## src/rtl/reglk_scrub_ctrl.sv

```systemverilog
// reglk_scrub_ctrl
//   Register-lock controller in front of the 4-entry lockable register bank.
//   It holds the sticky per-register lock bits and drives the bank's lock
//   vector. It forwards host bus accesses to the bank's write port. Before a
//   lock is released, it zero-scrubs the protected register, so the next owner
//   never sees the old secret.
//
//   Optional build macro: REGLK_VIOL_CNT_EN adds viol_cnt_o. This is a
//   saturating count of accepted host writes that target a locked slot.
//
// Ports
//   clk_i, rst_ni       clock, asynchronous active-low reset
//   host_en_i/we_i      host access request / write enable
//   host_addr_i/wdata_i host address / write data
//   host_ready_o        host access accepted when host_en_i && host_ready_o
//   lock_set_i          per-bit pulse: set sticky lock
//   unlock_req_i        per-bit pulse: request scrub-then-unlock
//   reglk_ctrl_o        registered lock vector to the bank
//   en_o/we_o           registered bank enable / write enable
//   address_o/wdata_o   registered bank address / write data
//   viol_cnt_o          (REGLK_VIOL_CNT_EN only) locked-write counter
//   busy_o              scrub sequence pending or in progress
module reglk_scrub_ctrl #(
  parameter int unsigned NREG       = 4,
  parameter logic [31:0] SCRUB_DATA = 32'h0000_0000,
  parameter logic [3:0]  LOCK_RST   = 4'h0
) (
  input  logic            clk_i,
  input  logic            rst_ni,
  input  logic            host_en_i,
  input  logic            host_we_i,
  input  logic [31:0]     host_addr_i,
  input  logic [31:0]     host_wdata_i,
  output logic            host_ready_o,
  input  logic [NREG-1:0] lock_set_i,
  input  logic [NREG-1:0] unlock_req_i,
  output logic [NREG-1:0] reglk_ctrl_o,
  output logic            en_o,
  output logic            we_o,
  output logic [31:0]     address_o,
  output logic [31:0]     wdata_o,
`ifdef REGLK_VIOL_CNT_EN
  output logic [7:0]      viol_cnt_o,
`endif
  output logic            busy_o
);

  typedef enum logic [1:0] {
    IDLE    = 2'd0,
    SCRUB   = 2'd1,
    RELEASE = 2'd2
  } state_t;

  state_t          state;
  logic [NREG-1:0] lk;
  logic [NREG-1:0] pend;
  logic [1:0]      sel;

  logic [1:0]      pick;
  logic [NREG-1:0] pick_oh;
  logic [NREG-1:0] sel_oh;
  logic [NREG-1:0] lk_or;
  logic [NREG-1:0] pend_nx;
  logic [NREG-1:0] lk_rel;
  logic            host_acc;

  // Slot i is mapped to address_o[8:3] = NREG - i. All other bits are 0.
  function automatic logic [31:0] slot_addr(input logic [1:0] s);
    return 32'(NREG - 32'(s)) << 3;
  endfunction

  // The lowest pending slot is serviced first.
  always_comb begin
    pick = '0;
    for (int unsigned i = NREG; i > 0; i--) begin
      if (pend[i-1]) pick = 2'(i - 1);
    end
  end

  assign pick_oh  = NREG'(1) << pick;
  assign sel_oh   = NREG'(1) << sel;
  assign lk_or    = lk | lock_set_i;
  // If a lock is set in the same cycle as its unlock request, the set wins.
  // Requests for unlocked bits are dropped.
  assign pend_nx  = pend | (unlock_req_i & lk & ~lock_set_i);
  // A lock set during the scrub cycle keeps the slot locked. The slot is
  // already scrubbed, which is harmless.
  assign lk_rel   = lk_or & ~(sel_oh & ~lock_set_i);

  assign host_ready_o = rst_ni && (state == IDLE) && (pend == '0);
  assign busy_o       = (pend != '0) || (state != IDLE);
  assign host_acc     = host_en_i && host_ready_o;

  always_ff @(posedge clk_i or negedge rst_ni) begin
    if (!rst_ni) begin
      state        <= IDLE;
      lk           <= LOCK_RST;
      pend         <= '0;
      sel          <= '0;
      reglk_ctrl_o <= LOCK_RST;
      en_o         <= 1'b0;
      we_o         <= 1'b0;
      address_o    <= '0;
      wdata_o      <= '0;
    end else begin
      lk   <= lk_or;
      pend <= pend_nx;
      unique case (state)
        SCRUB: begin
          // The bank samples the scrub write in this cycle. Drop the lock now.
          state        <= RELEASE;
          lk           <= lk_rel;
          pend         <= pend_nx & ~sel_oh;
          reglk_ctrl_o <= lk_rel;
          en_o         <= 1'b0;
          we_o         <= 1'b0;
        end
        default: begin
          // IDLE and RELEASE share the scrub load. host_acc can only be true
          // in IDLE with nothing pending.
          if (pend != '0) begin
            state        <= SCRUB;
            sel          <= pick;
            en_o         <= 1'b1;
            we_o         <= 1'b1;
            address_o    <= slot_addr(pick);
            wdata_o      <= SCRUB_DATA;
            reglk_ctrl_o <= lk_or & ~pick_oh;
          end else begin
            state        <= IDLE;
            reglk_ctrl_o <= lk_or;
            en_o         <= host_acc;
            we_o         <= host_acc && host_we_i;
            if (host_acc) begin
              address_o <= host_addr_i;
              wdata_o   <= host_wdata_i;
            end
          end
        end
      endcase
    end
  end

`ifdef REGLK_VIOL_CNT_EN
  logic viol_hit;

  always_comb begin
    viol_hit = 1'b0;
    for (int unsigned i = 0; i < NREG; i++) begin
      if (lk[i] && (host_addr_i == slot_addr(2'(i)))) viol_hit = 1'b1;
    end
  end

  // Only host writes are counted. A scrub never passes through host_acc.
  always_ff @(posedge clk_i or negedge rst_ni) begin
    if (!rst_ni) begin
      viol_cnt_o <= '0;
    end else if (host_acc && host_we_i && viol_hit && (viol_cnt_o != 8'hFF)) begin
      viol_cnt_o <= viol_cnt_o + 8'd1;
    end
  end
`endif

endmodule

```

## config.mk

```make
export PLATFORM = sky130hd
export DESIGN_NAME = reglk_scrub_ctrl
export DESIGN_NICKNAME = d
export VERILOG_FILES = /design/src/rtl/reglk_scrub_ctrl.sv
export SDC_FILE = /design/constraint.sdc
export NUM_CORES = 1
export LEC_CHECK = 0
export CAP_MARGIN = 20
export CORE_ASPECT_RATIO = 0.6
export CORE_MARGIN = 4
export CORE_UTILIZATION = 44
export DETAILED_ROUTE_END_ITERATION = 8
export HOLD_SLACK_MARGIN = 0.12
export PLACE_DENSITY = 0.84
export SYNTH_ARGS = -nofsm -noshare
export SYNTH_HDL_FRONTEND = slang
export SYNTH_SLANG_ARGS = --single-unit
```

## constraint.sdc

```tcl
create_clock -name clk_i -period 5.03 [get_ports clk_i]
set_input_delay 1.006 -clock clk_i [delete_from_list [all_inputs] [get_ports clk_i]]
set_output_delay 1.006 -clock clk_i [all_outputs]
set_load 0.1 [all_outputs]
```

After elaboration in Yosys (flattened, before gate mapping)

Index checks and enable logic that the tools add are counted.

Shift operators: 2
Bitwise operators: 13
Order comparisons: 0
Equality and inequality tests: 1
Reductions and logical operators: 12
$add $sub $neg: 1
Divide/modulo/power cells: 0
Multipliers: 0
Multiplexer cells: 18

Operator list:

| cell                                                              | count |
|---|---|
| 32-bit 2-to-1 mux                                                 | 4 |
| 4-bit bitwise AND                                                 | 6 |
| 4-bit 2-to-1 mux                                                  | 4 |
| 4-bit inverter                                                    | 4 |
| 2-bit 2-to-1 mux                                                  | 5 |
| 4-bit OR                                                          | 2 |
| 1-bit by 2-bit left shift with 4-bit output, first input constant | 2 |
| 1-bit 2-to-1 mux                                                  | 5 |
| 1-bit logical AND                                                 | 4 |
| 4-bit zero test                                                   | 1 |
| 2-bit AND reduction                                               | 2 |
| 2-bit nonzero test                                                | 2 |
| 4-bit nonzero test                                                | 1 |
| 3-bit by 2-bit subtractor with 4-bit output, first input constant | 1 |
| 2-bit by 1-bit == test with 1-bit output, second input constant   | 1 |
| 2-bit zero test                                                   | 1 |
| 1-bit logical OR                                                  | 1 |
| 1-bit inverter                                                    | 1 |

Bits in read-only memories: 0
Word-level logic and storage cells: 56
Memories kept: 0
Bits in latches: 0
Bits of input ports: 76
Memory bits (writable): 0
Bits in registers: 82
Output and inout port bits: 72

Depth between registers and ports, before layout

Depth in word-level cells: 9
Gate-level depth with buffers: 6

Worst setup path after synthesis

Ideal clock, no wire load.

Path type: input port to output port
From: in rst_ni
To: out host_ready_o
Arrival: 1.773 ns
Path slack: 2.251 ns
Cell stages on the path: 1
Path through: and3_1

Longest elaborated chain between the ends: 2

RTL lines:

| element                         | line | source |
|---|---|---|
| start, declared                 | 29   | `input logic rst_ni,` |
| 1-bit logical AND (2 in series) | 90   | `assign host_ready_o = rst_ni && (state == IDLE) && (pend == '0);` |
| end, declared                   | 34   | `output logic host_ready_o,` |

No other way between the ends.

Final worst setup path

From: reg pend[1]
To: out busy_o

Longest elaborated chain between the ends: 2

RTL lines:

| element                | line | source |
|---|---|---|
| start, declared        | 56   | `logic [NREG-1:0] pend;` |
| start signal, assigned | 107  | `pend <= pend_nx;` |
| start signal, assigned | 113  | `pend <= pend_nx & ~sel_oh;` |
| 4-bit nonzero test     | 91   | `assign busy_o = (pend != '0) \|\| (state != IDLE);` |
| 1-bit logical OR       | 91   |  |
| end, declared          | 45   | `output logic busy_o` |

No other way between the ends.

==> results.py <==
metrics = {
    "place": {
        "io_buffer_count": 147,
        "dpl.hpwl_mm": 6.151,
        "gp_congestion": 0.8236,
    },
    "power_and_ir_drop": {
        "p_leak_uw": 0.002165,
        "irDropWorstVdd_mv": 0.1895,
        "power_density_nw_per_um2": 382.9,
    },
    "sta": {
        "skew_ns": 0.007354,
        "tightestPinTransition_ns": 1.015,
        "finalHoldViolCount": 0,
        "min_period_ns": 3.503,
        "period_share_pct": 69.63,
        "max_freq_mhz": 285.5,
        "whs_ns": 0.4626,
        "setup_tns_ns": 0,
        "maxSlewViolCount": 0,
        "rsz0062_at_grt": "false",
        "max-slew-margin-rel_pct": 32.10,
        "setup_viol": 0,
    },
    "clock_tree": {
        "clk_pin_slew_worst_paths_ns": 0.06,
        "cts_made_buffers": 9,
        "clk_path_buf_depth": 2,
        "cts_sinks": 82,
        "cts_resized": 0,
        "clockRootBuffer": "clkbuf_16",
        "cts_tree": "yes",
        "htreeDepth": 3,
        "hold_buffers": 0,
        "postCtsSetupBuffers": 0,
        "clk_latency_ns": 0.33,
    },
    "detailed_routing": {
        "dr_total_vias": 2423,
        "ant_nets": 0,
        "route.detailed.drc": 0,
        "routedWlPerCell_um": 19.47,
        "drt_first_pass_iters": 4,
        "drt-initial-drc-count": 211,
        "drt_wl_total_mm": 8.821,
        "viasPerCell": 5.349,
    },
    "global_routing": {
        "grt_pass1_wl_mm": 13.15,
        "antenna_found_initial": 0,
        "track_usage_pct": 20.34,
        "grt_pass1_vias": 2502,
        "grt_max_degree": 82,
        "overflow": 0,
    },
    "final_layout": {
        "area_delta_synth_final_pct": 56.61,
        "antenna_cells": 0,
        "fill_cells": 477,
        "final_common_cell": "clkdlybuf4s50_1",
        "final_nets": 442,
        "fin_util_pct": 72.37,
        "layout-drive-gt1-share_pct": 8.197,
        "layout_common_cells": "clkdlybuf4s50_1 (145), dfrtp_1 (82), a22o_1 (61)",
    },
    "synthesis": {
        "synthArstFlopShare_pct": 100.0,
        "synth_cell_type_count": 30,
        "muxShareOfSynthArea_pct": 2.819,
        "synth_simple_gate_area_share_pct": 5.042,
        "synth_edf_count": 0,
        "avgSynthCellArea_um2": 14.73,
        "synth_adder_area_share_pct": 1.588,
        "synthFlopType": "dfrtp_1",
        "postSynthRegisterBits": 82,
        "yosysWarnings": 0,
        "netlist_area_um2": 3152,
        "synth.net_count": 294,
        "synth_compound_area_share_pct": 20.88,
        "ys_seq_area_share_pct": 65.11,
        "synth_top_family_by_area": "compound AO/OA/AOI/OAI gates",
        "synthCells": 214,
        "synth-xor-area-share_pct": 0,
    },
    "setup_path": {
        "crit_required_ns": 4.02,
        "crit_type": "flip-flop to output port",
        "path_buf_inv": 1,
        "arrival_ns": 2.50,
        "start_kind": "flip-flop",
        "path_max_fanout": 8,
        "reg2reg_depth": 5,
        "crit_cells": 3,
        "crit_chain": "nor4_4, nand2_1, clkdlybuf4s50_1",
        "end_kind": "output port",
        "slowest_delay_ns": 1.00,
        "cp_slowest_cell": "clkdlybuf4s50_1",
        "critPathTopFamily": "buffers and inverters",
    },
    "floorplanning": {
        "start_util_pct": 46.21,
        "core_area_um2": 6820,
        "boundaryPins": 148,
        "fp.dieH_um": 73.56,
        "fp.dieW_um": 117.3,
        "core.rowCount": 23,
        "die_area_um2": 8626,
    },
    "min_path": {
        "hold_path.class": "primary input to async pin",
    },
    "run": {
        "maxCapViolCount": 0,
    },
    "outcome": {
        "status": "finished clean",
    },
}
cell usage after synthesis (2+ instances only):
cell type | number | area share [%]
a21boi_0 | 5 | 1.2
a21o_1 | 4 | 0.95
a21oi_1 | 2 | 0.32
a22o_1 | 61 | 17
buf_4 | 6 | 1.4
buf_6 | 6 | 2.1
dfrtp_1 | 82 | 65
ha_1 | 4 | 1.6
inv_1 | 6 | 0.71
mux2_2 | 3 | 1.1
mux2_4 | 3 | 1.4
nand2_1 | 4 | 0.48
nand4b_1 | 2 | 0.56
nand4bb_1 | 2 | 0.71
nor2_1 | 6 | 0.71
o21a_1 | 3 | 0.71
o21bai_1 | 2 | 0.48
state kept, by name (all words and copies together) (netlist names):
register      count
sel               2
address_o        32
reglk_ctrl_o      4
wdata_o          32
lk                4
en_o              1
pend              4
we_o              1
state             2
power breakdown:
group | leakage (uW) | total [uW] | switching [uW] | internal [uW]
logic | 0.000956 | 535 | 331 | 204
clock network | 0.000120 | 575 | 246 | 329
registers | 0.00109 | 780 | 57.3 | 723
total | 0.00217 | 1890 | 634 | 1260
final cells by class:
class	instances	area, um2	area share, %
Clock buffer	10	229.0	4.639
Clock inverter	5	32.53	0.6591
Tap cell	87	108.9	2.205
Sequential cell	82	2052	41.57
Inverter	6	22.52	0.4563
Timing Repair Buffer	151	1521	30.82
Multi-Input combinational cell	112	969.7	19.65
routing by layer:
layer  part of all wire [%]  vias to the layer above  global-route usage, %
met3                     11                        9                  8.560
met2                     45                      127                  30.89
met4                   0.71                        0                  4.835
li1                       -                     1098                      -
met1                     44                     1189                  27.34
met5                      0                        -                      0
cells by family (layout without fill, tap and decap cells):
group | Yosys count | count (layout)
adders and majority gates | 4 | 4
DFF | 82 | 82
and+or+nand+nor | 23 | 23
buffers and inverters | 20 | 172
AOI/OAI and AO/OA | 78 | 78
muxes | 7 | 7
worst paths after layout:
| kind | slack, ns | from | to |
|---|---|---|---|
| worst max-delay path | 1.53 | pend[1]$_DFF_PN0_ | busy_o |
| worst min-delay path | 0.46 | rst_ni | we_o$_DFF_PN0_ |
| worst max register to register | 2.68 | pend[1]$_DFF_PN0_ | wdata_o[31]$_DFFE_PN0P_ |
| worst min register to register | 0.50 | lk[3]$_DFF_PN0_ | lk[3]$_DFF_PN0_ |
| max in group asynchronous | 3.44 | rst_ni | address_o[23]$_DFFE_PN0P_ |
| min in group clk_i | 0.50 | lk[3]$_DFF_PN0_ | lk[3]$_DFF_PN0_ |
metrics by stage:
step                instance area (um2)  total power, uW  worst slack [ns]  cells
finish                             4936             1890             1.527    453
global route                       4936             1967             1.399    453
CTS                                4896             1903             1.514    451
detailed placement                 4634             1323             1.807    436
global placement                   4634             1308             1.890    436
floorplan                          3152             1148             2.251    214
Power figures use the tool's default switching activity.
